**config.mk**
```make
export PLATFORM = sky130hd
export DESIGN_NAME = div_unit
export DESIGN_NICKNAME = d
export VERILOG_FILES = /design/src/rtl/div_unit.sv
export SDC_FILE = /design/constraint.sdc
export NUM_CORES = 1
export LEC_CHECK = 0
export BUFFER_PORTS_ARGS = -buffer_cell sky130_fd_sc_hd__buf_4
export CAP_MARGIN = 20
export CORE_MARGIN = 1
export CORE_UTILIZATION = 50
export DETAILED_ROUTE_END_ITERATION = 8
export HOLD_SLACK_MARGIN = 0.06
export PLACE_DENSITY = 0.7
export SETUP_SLACK_MARGIN = 0.3
export SYNTH_ARGS = -nofsm -noshare
export SYNTH_HDL_FRONTEND = slang
export SYNTH_SLANG_ARGS = --single-unit
```
**constraint.sdc**
```tcl
create_clock -name clk -period 3.1 [get_ports clk]
set_input_delay 0.465 -clock clk [delete_from_list [all_inputs] [get_ports clk]]
set_output_delay 0.465 -clock clk [all_outputs]
set_load 0.1 [all_outputs]
```
**src/rtl/div_unit.sv**
```systemverilog
// div_unit: multi-cycle restoring divider for DIV/DIVU in the execute stage.
// One quotient bit per cycle on operand magnitudes, sign correction on exit.
// The result is held while start_i stays high and cleared when it drops.
module div_unit #(
    parameter int WIDTH = 32
) (
    input  logic                 clk,
    input  logic                 rst,
    input  logic                 signed_div_i,
    input  logic [WIDTH-1:0]     opdata1_i,
    input  logic [WIDTH-1:0]     opdata2_i,
    input  logic                 start_i,
    input  logic                 annul_i,
    output logic [2*WIDTH-1:0]   result_o,
    output logic                 ready_o
);

    localparam int CNT_W = $clog2(WIDTH) + 1;

    typedef enum logic [1:0] {
        IDLE,
        BYZERO,
        ON,
        END
    } state_t;

    state_t             state_reg;
    logic [CNT_W-1:0]   cnt_reg;
    // {partial remainder, dividend/quotient bits}; a final shift exposes the
    // 2W+1-bit working value whose top W+1 bits feed the trial subtraction.
    logic [2*WIDTH-1:0] shift_reg;
    logic [WIDTH-1:0]   divisor_reg;
    logic               neg_quot_reg;
    logic               neg_rem_reg;

    logic [2*WIDTH:0]   shifted;
    logic [WIDTH:0]     trial_diff;
    logic [2*WIDTH-1:0] shift_next;
    logic [WIDTH-1:0]   dividend_mag;
    logic [WIDTH-1:0]   divisor_mag;
    logic [WIDTH-1:0]   quot_raw;
    logic [WIDTH-1:0]   rem_raw;
    logic [WIDTH-1:0]   quot_fixed;
    logic [WIDTH-1:0]   rem_fixed;

    // One restoring step plus operand magnitudes and final sign correction.
    // The remainder is always below the divisor, so after the shift the
    // upper part is below twice the divisor and a W+1-bit difference cannot
    // wrap: its top bit is a reliable "negative" flag.
    always_comb begin
        shifted    = {shift_reg, 1'b0};
        trial_diff = shifted[2*WIDTH:WIDTH] - {1'b0, divisor_reg};
        if (trial_diff[WIDTH]) begin
            shift_next = shifted[2*WIDTH-1:0];
        end else begin
            shift_next = {trial_diff[WIDTH-1:0], shifted[WIDTH-1:1], 1'b1};
        end

        dividend_mag = (signed_div_i && opdata1_i[WIDTH-1]) ? (~opdata1_i + 1'b1) : opdata1_i;
        divisor_mag  = (signed_div_i && opdata2_i[WIDTH-1]) ? (~opdata2_i + 1'b1) : opdata2_i;

        quot_raw   = shift_reg[WIDTH-1:0];
        rem_raw    = shift_reg[2*WIDTH-1:WIDTH];
        quot_fixed = neg_quot_reg ? (~quot_raw + 1'b1) : quot_raw;
        rem_fixed  = neg_rem_reg  ? (~rem_raw + 1'b1)  : rem_raw;
    end

    // Control FSM with registered ready/result outputs.
    always_ff @(posedge clk) begin
        if (rst) begin
            state_reg    <= IDLE;
            cnt_reg      <= '0;
            shift_reg    <= '0;
            divisor_reg  <= '0;
            neg_quot_reg <= 1'b0;
            neg_rem_reg  <= 1'b0;
            ready_o      <= 1'b0;
            result_o     <= '0;
        end else begin
            case (state_reg)
                IDLE: begin
                    ready_o  <= 1'b0;
                    result_o <= '0;
                    if (start_i && !annul_i) begin
                        if (opdata2_i == '0) begin
                            state_reg <= BYZERO;
                        end else begin
                            state_reg    <= ON;
                            cnt_reg      <= '0;
                            shift_reg    <= {{WIDTH{1'b0}}, dividend_mag};
                            divisor_reg  <= divisor_mag;
                            neg_quot_reg <= signed_div_i && (opdata1_i[WIDTH-1] ^ opdata2_i[WIDTH-1]);
                            neg_rem_reg  <= signed_div_i && opdata1_i[WIDTH-1];
                        end
                    end
                end
                BYZERO: begin
                    state_reg <= END;
                    ready_o   <= 1'b1;
                    result_o  <= '0;
                end
                ON: begin
                    if (annul_i) begin
                        state_reg <= IDLE;
                        ready_o   <= 1'b0;
                        result_o  <= '0;
                    end else if (cnt_reg == CNT_W'(WIDTH)) begin
                        state_reg <= END;
                        ready_o   <= 1'b1;
                        result_o  <= {rem_fixed, quot_fixed};
                    end else begin
                        shift_reg <= shift_next;
                        cnt_reg   <= cnt_reg + 1'b1;
                    end
                end
                END: begin
                    if (!start_i) begin
                        state_reg <= IDLE;
                        ready_o   <= 1'b0;
                        result_o  <= '0;
                    end
                end
                default: begin
                    state_reg <= IDLE;
                    ready_o   <= 1'b0;
                    result_o  <= '0;
                end
            endcase
        end
    end

endmodule

```
; Word level (Yosys, flattened, before mapping)
; Cells that the tools add are included.
[word_totals]
reg_bits = 171
in_bits = 69
output_inout_bits = 65
elab_cells = 72
[op_classes]
n_addsub = 6
eq_ne = 10
n_mux = 29
bitwise = 6
reduce_logical = 13
[op_table]
columns = operator, n
row1 = $mux W64, 8
row2 = $pmux W64 S3, 1
row3 = $add A32 B1 Y32 const B, 4
row4 = $mux W32, 4
row5 = $not A32 Y32, 4
row6 = $pmux W64 S2, 1
row7 = $sub A33 B32 Y33, 1
row8 = $logic_not A32 Y1, 1
row9 = $mux W6, 4
row10 = $pmux W6 S2, 1
row11 = $mux W2, 5
row12 = $ne A2 B2 Y1 const B, 5
row13 = $pmux W2 S4, 1
row14 = $add A6 B1 Y6 const B, 1
row15 = $eq A6 B6 Y1 const B, 1
row16 = $reduce_and A3 Y1, 2
row17 = $reduce_and A5 Y1, 1
row18 = $eq A2 B2 Y1 const B, 2
row19 = $logic_and A1 B1 Y1, 4
row20 = $pmux W1 S4, 1
row21 = $mux W1, 3
row22 = $ne A3 B3 Y1 const B, 1
row23 = $eq A2 B1 Y1 const B, 1
row24 = $logic_not A2 Y1, 1
row25 = other kinds (6), 6

; Longest topological paths before layout
[depth]
depth_word = 6
depth_mapped = 13
ltp_nobuf = 11

; Worst setup path before layout
; OpenSTA, ideal clock, no wires.
[synth_path]
path_kind = register -> register
startpoint = register shift_reg[31]
endpoint = register shift_reg[33]
setup_ns = 0.117
arrival_time_ns = 2.635
t_required_ns = 2.983
path_slack_ns = 0.348
stages_incl_launch_ff = 13
path_buffers = 1
synth_period_minus_slack_ns = 2.752
path_cell_list = dfxtp_1 inv_1 ha_1 fa_1 nand2b_1 a21oi_1 o21ai_0 a211oi_1 nor3_2 xnor2_2 buf_2 nand2_1 a32o_1
[synth_between]
elab_chain_len = 5
[synth_lines]
columns = element, line
row1 = from (decl), 31  ; logic [2*WIDTH-1:0] shift_reg;
row2 = from (signal assigned), 90  ; shift_reg <= {{WIDTH{1'b0}}, dividend_mag};
row3 = from (signal assigned), 112  ; shift_reg <= shift_next;
row4 = $sub A33 B32 Y33, 52  ; trial_diff = shifted[2*WIDTH:WIDTH] - {1'b0, divisor_reg};
row5 = $mux W64, 53  ; if (trial_diff[WIDTH]) begin
row6 = $mux W64, 107  ; end else if (cnt_reg == CNT_W'(WIDTH)) begin
row7 = $mux W64, 103  ; if (annul_i) begin
row8 = $pmux W64 S2, 80  ; case (state_reg)
; Every way passes these cells. The select of a mux whose other input is x is not followed.
; A chain may end at the register's enable or synchronous reset.

; Worst setup path after layout
[layout_path]
startpoint = register divisor_reg[16]
endpoint = register shift_reg[61]
[layout_between]
elab_chain_len = 5
[layout_lines]
columns = element, line
row1 = from (decl), 32  ; logic [WIDTH-1:0] divisor_reg;
row2 = from (signal assigned), 91  ; divisor_reg <= divisor_mag;
row3 = $sub A33 B32 Y33, 52
row4 = $mux W64, 53
row5 = $mux W64, 107
row6 = $mux W64, 103
row7 = $pmux W64 S2, 80
; Every way passes these cells. The select of a mux whose other input is x is not followed.

==> results.md <==
Worst setup path:
- The type of element capturing the critical path is a register.
- The setup slack of the worst register-to-register path is 0.37 ns.
- The launching point of the worst reg2reg path is divisor_reg[16]$_SDFFE_PP0P_.
- The number of cells on the worst reg-to-reg path is 11.
- The slowest stage of the critical path is the sky130_fd_sc_hd__o41a_1 cell.
- For the worst setup path, the data required time is 3.41 ns.
- The setup path with the least slack is of type register to register.
- Data on the critical path arrives at its endpoint at 3.04 ns.
- The reg-to-reg critical path endpoint is shift_reg[61]$_SDFFE_PP0P_.
- In this run the worst path has a maximum fanout of 7.
- The stage delay of the slowest cell on the critical path is 0.49 ns.
- The startpoint kind of the worst setup timing path is a register.
- Walking the worst path, the cells encountered are inv_1, ha_2, a211oi_2, nor2_1, o41a_1, buf_4, and3_1, a2111o_1, a21oi_1, xor2_1, o21ai_1.

Synth:
- Counting flops with a built-in enable in the synthesized netlist gives 0.
- The fraction of registers with async set or reset after synthesis is 0.
- The average instance in the mapped netlist occupies 7.68 um2.
- The number of nets in the synthesized netlist is 1587.
- The leading register cell type out of synthesis is sky130_fd_sc_hd__dfxtp_1.
- After synthesis the netlist holds a flip-flop and latch count of 171.
- The sequential area share after synthesis is 0.302.
- Synthesis instantiated 85 different standard cells from the library.
- During synthesis, Yosys emitted a total of 0 warnings.
- The total standard cell area after synthesis is 11300 um2.
- Synthesis produced a netlist whose cell count is 1474.

Global routing:
- The number of global-route vias before repair is 10000.
- The wire length of the first global-routing pass is 52700 um.
- Entering global routing, the biggest net connects 65 pins.
- The remaining global-route overflow is 0.
- The overall fraction of global-route tracks in use is 0.281.
- The initial antenna violation count was 1.

Clocking:
- TritonCTS built the clock tree.
- The latest clock arrival within the worst-skew pair is 0.44 ns.
- The TritonCTS sink count is 171.
- The number of hold buffers added after CTS was 0.
- After clock tree synthesis, the clock-pin slew on the worst setup and hold paths is 0.07 ns.
- The CTS H-tree depth is 4.
- In this run the deepest clock path goes through 2 buffers.
- Counting the buffers created by CTS gives 17.
- The CTS root buffer is sky130_fd_sc_hd__clkbuf_16.

Cells and area:
- The repair_antennas step left the layout with diodes totalling 0.
- Registers take 3430 um2.
- The layout overhead on the synthesized area is 19.6%.
- At the end of the flow, the number of nets in the layout was 1709.
- Leaving out fill and tap cells, the most frequent cells in the layout are sky130_fd_sc_hd__buf_4, sky130_fd_sc_hd__nand2_1, sky130_fd_sc_hd__dfxtp_1.
- The post-route standard cell area excluding fillers is 13500 um2.
- The multi-input combinational cells in the finished layout cover a total of 7400 um2.
- The fraction of layout cells with a size suffix above 1 is 0.179.
- The total of fill cells in the finished design is 1959.
- The most common cell after layout, fill and taps aside is sky130_fd_sc_hd__buf_4.

Timing:
- Once routing completed, OpenROAD measured the worst setup slack at 0.370 ns.
- The count of endpoints failing setup in the final report is 0.
- Setup repair after global routing could not meet its margin everywhere.
- The max-slew headroom at the worst pin is 0.482.
- The period utilization is 0.881.
- The final-report max-slew violation count came to 0.
- The hold violation count in the final report is 0.
- The clock skew after layout is 0.0103 ns.
- For the final routed database, the setup TNS stands at 0 ns.
- The post-route minimum period is 2.73 ns.
- Derived from the worst setup path, the maximum achievable clock frequency is 366 MHz.
- The pin slew with the least headroom to its limit is 0.775 ns.

Pwr:
- The leakage power is 0.00555 uW.
- The power per standard cell area is 622 nW/um2.
- The peak supply drop is 329 uV.

Place:
- At the placement stage, the worst setup path has a slack of 0.223 ns.
- The standard cell area after detailed placement is 12800 um2.
- The weighted congestion at the end of routability-driven global placement is 0.934.
- Summed over all nets, the half-perimeter wirelength after detailed placement is 24800 um.
- The number of buffer cells added on primary ports is 133.

Die:
- After floorplanning, the core was sized to cover 22000 um2.
- The number of I/O pins is 134.
- The initialized floorplan defines 54 standard-cell rows.
- In this run the vertical extent of the chip is 152 um.
- The initial utilization of the core area, before any placement, comes to 0.514.
- The floorplan step set the die width to 152 um.
- The die covers 23200 um2.

Routing:
- The detailed router finished its first iteration with 822 violations.
- After detailed routing, the average wire length per cell comes to 17.4 um.
- The first TritonRoute pass finished after 8 iterations.
- The count of unresolved DRC violations after routing is 0.
- The total wire length is 32900 um.
- The number of vias in the routed layout is 11100.
- Dividing the detail-routed via count by the number of cells gives 5.90.
- The final antenna-violating net count is 0.

Min path:
- The worst hold path passes through 3 cells.
- The launch point of the worst hold path is opdata2_i[1].
- The worst hold path terminates at divisor_reg[1]$_SDFFE_PP0P_.
- The worst min-delay path category is input pin to register.

Job:
- The number of max-capacitance violations reported is 0.

Outcome:
- The flow ran to the end, and the final reports show no timing, DRC or antenna violations.
-- how the worst max path moves through the flow --
stage                            startpoint                    endpoint  slack [ns]  depth (start not counted)
5_1_grt        divisor_reg[13]$_SDFFE_PP0P_  shift_reg[59]$_SDFFE_PP0P_        0.22                         10
3_3_place_gp                  opdata2_i[25]  shift_reg[51]$_SDFFE_PP0P_        0.23                          9
4_1_cts          shift_reg[31]$_SDFFE_PP0P_  shift_reg[59]$_SDFFE_PP0P_        0.23                         12
3_5_place_dp     shift_reg[31]$_SDFFE_PP0P_  shift_reg[59]$_SDFFE_PP0P_        0.22                         12
6_report       divisor_reg[16]$_SDFFE_PP0P_  shift_reg[61]$_SDFFE_PP0P_        0.37                         11
2_1_floorplan    shift_reg[31]$_SDFFE_PP0P_  shift_reg[33]$_SDFFE_PP0P_        0.35                         12
-- repair_timing --
item	4_1_cts	5_1_grt
pin swaps	2	8
resized for setup	5	34
endpoints found under the hold margin	0	0
cloned	0	1
setup endpoints to repair	28	37
buffers inserted	0	3
-- worst max-delay path: cells and delay by family, from the launching register on --
family / cells / cell delay (ns)
adder cells (fa/ha/maj): 1 / 0.32
AO/OA/AOI/OAI: 5 / 1.30
flip-flops: 1 / 0.30
buffers and inverters: 2 / 0.25
AND/OR/NAND/NOR: 2 / 0.26
XOR/XNOR: 1 / 0.17
-- layer usage --
layer  GRT usage  up-vias  share of wire
met1       0.414     5264           0.48
met5           0        -              0
met2       0.427      381           0.44
met4      0.0818        0          0.017
met3      0.0324       42          0.064
li1            -     5462              -
-- stage by stage --
| step | util | total power [uW] | std cells | hold WS, ns |
|---|---|---|---|---|
| 3_5_place_dp | 0.580 | 6120 | 1853 | 0.451 |
| 6_report | 0.615 | 8410 | 1889 | 0.329 |
| 3_3_place_gp | 0.580 | 6070 | 1853 | 0.442 |
| 2_1_floorplan | - | 5220 | 1474 | 0.432 |
| 4_1_cts | 0.607 | 8290 | 1885 | 0.324 |
| 5_1_grt | 0.615 | 8920 | 1889 | 0.358 |
-- cells in the mapped netlist (all sizes together) (3+ instances only) --
| cell type | number | area (um2) |
|---|---|---|
| nand2 | 189 | 709 |
| dfxtp | 171 | 3420 |
| nor2 | 151 | 577 |
| a21oi | 123 | 634 |
| o21ai | 96 | 484 |
| xnor2 | 89 | 787 |
| clkbuf | 59 | 223 |
| inv | 59 | 221 |
| xor2 | 59 | 517 |
| a22oi | 49 | 368 |
| ha | 43 | 538 |
| nor3 | 41 | 253 |
| buf | 34 | 193 |
| a211oi | 31 | 238 |
| nand3 | 25 | 125 |
| o31ai | 22 | 165 |
| mux2i | 18 | 180 |
| or4 | 16 | 139 |
| and3 | 15 | 93.8 |
| a32oi | 14 | 123 |
| nand2b | 14 | 87.6 |
| nor4 | 14 | 121 |
| or3 | 14 | 87.6 |
| a21o | 11 | 83.8 |
| a31oi | 9 | 56.3 |
| nor2b | 9 | 56.3 |
| o41ai | 9 | 78.8 |
| and2 | 8 | 50.1 |
| o211ai | 8 | 60.1 |
| nand3b | 7 | 52.6 |
| nand4 | 7 | 50.1 |
| o21a | 7 | 52.6 |
| a311oi | 4 | 35.0 |
| nand4b | 4 | 35.0 |
| or2 | 4 | 25.0 |
| a211o | 3 | 26.3 |
| a221oi | 3 | 26.3 |
| a31o | 3 | 26.3 |
| and4 | 3 | 26.3 |
| o41a | 3 | 33.8 |
-- power by group --
part           switching, uW  internal [uW]
clock                    932           1240
combinational           2130           1300
sequential               366           2440
total                   3430           4980
-- cell type report --
class                           instances  area share
Multi-Input combinational cell       1151       0.547
Sequential cell                       171       0.253
Timing Repair Buffer                  196       0.114
Clock buffer                           21      0.0340
Tap cell                              280      0.0259
Inverter                               59      0.0164
Clock inverter                         11     0.00989
-- kinds of logic after synthesis --
kind of cell             share of synthesized area
buffers and inverters                       0.0563
multiplexers                                0.0169
AO/OA/AOI/OAI                                0.236
XOR/XNOR                                     0.115
AND/OR/NAND/NOR                              0.224
flip-flops                                   0.302
adder cells (fa/ha/maj)                     0.0493
(Power assumes the default switching activity.)
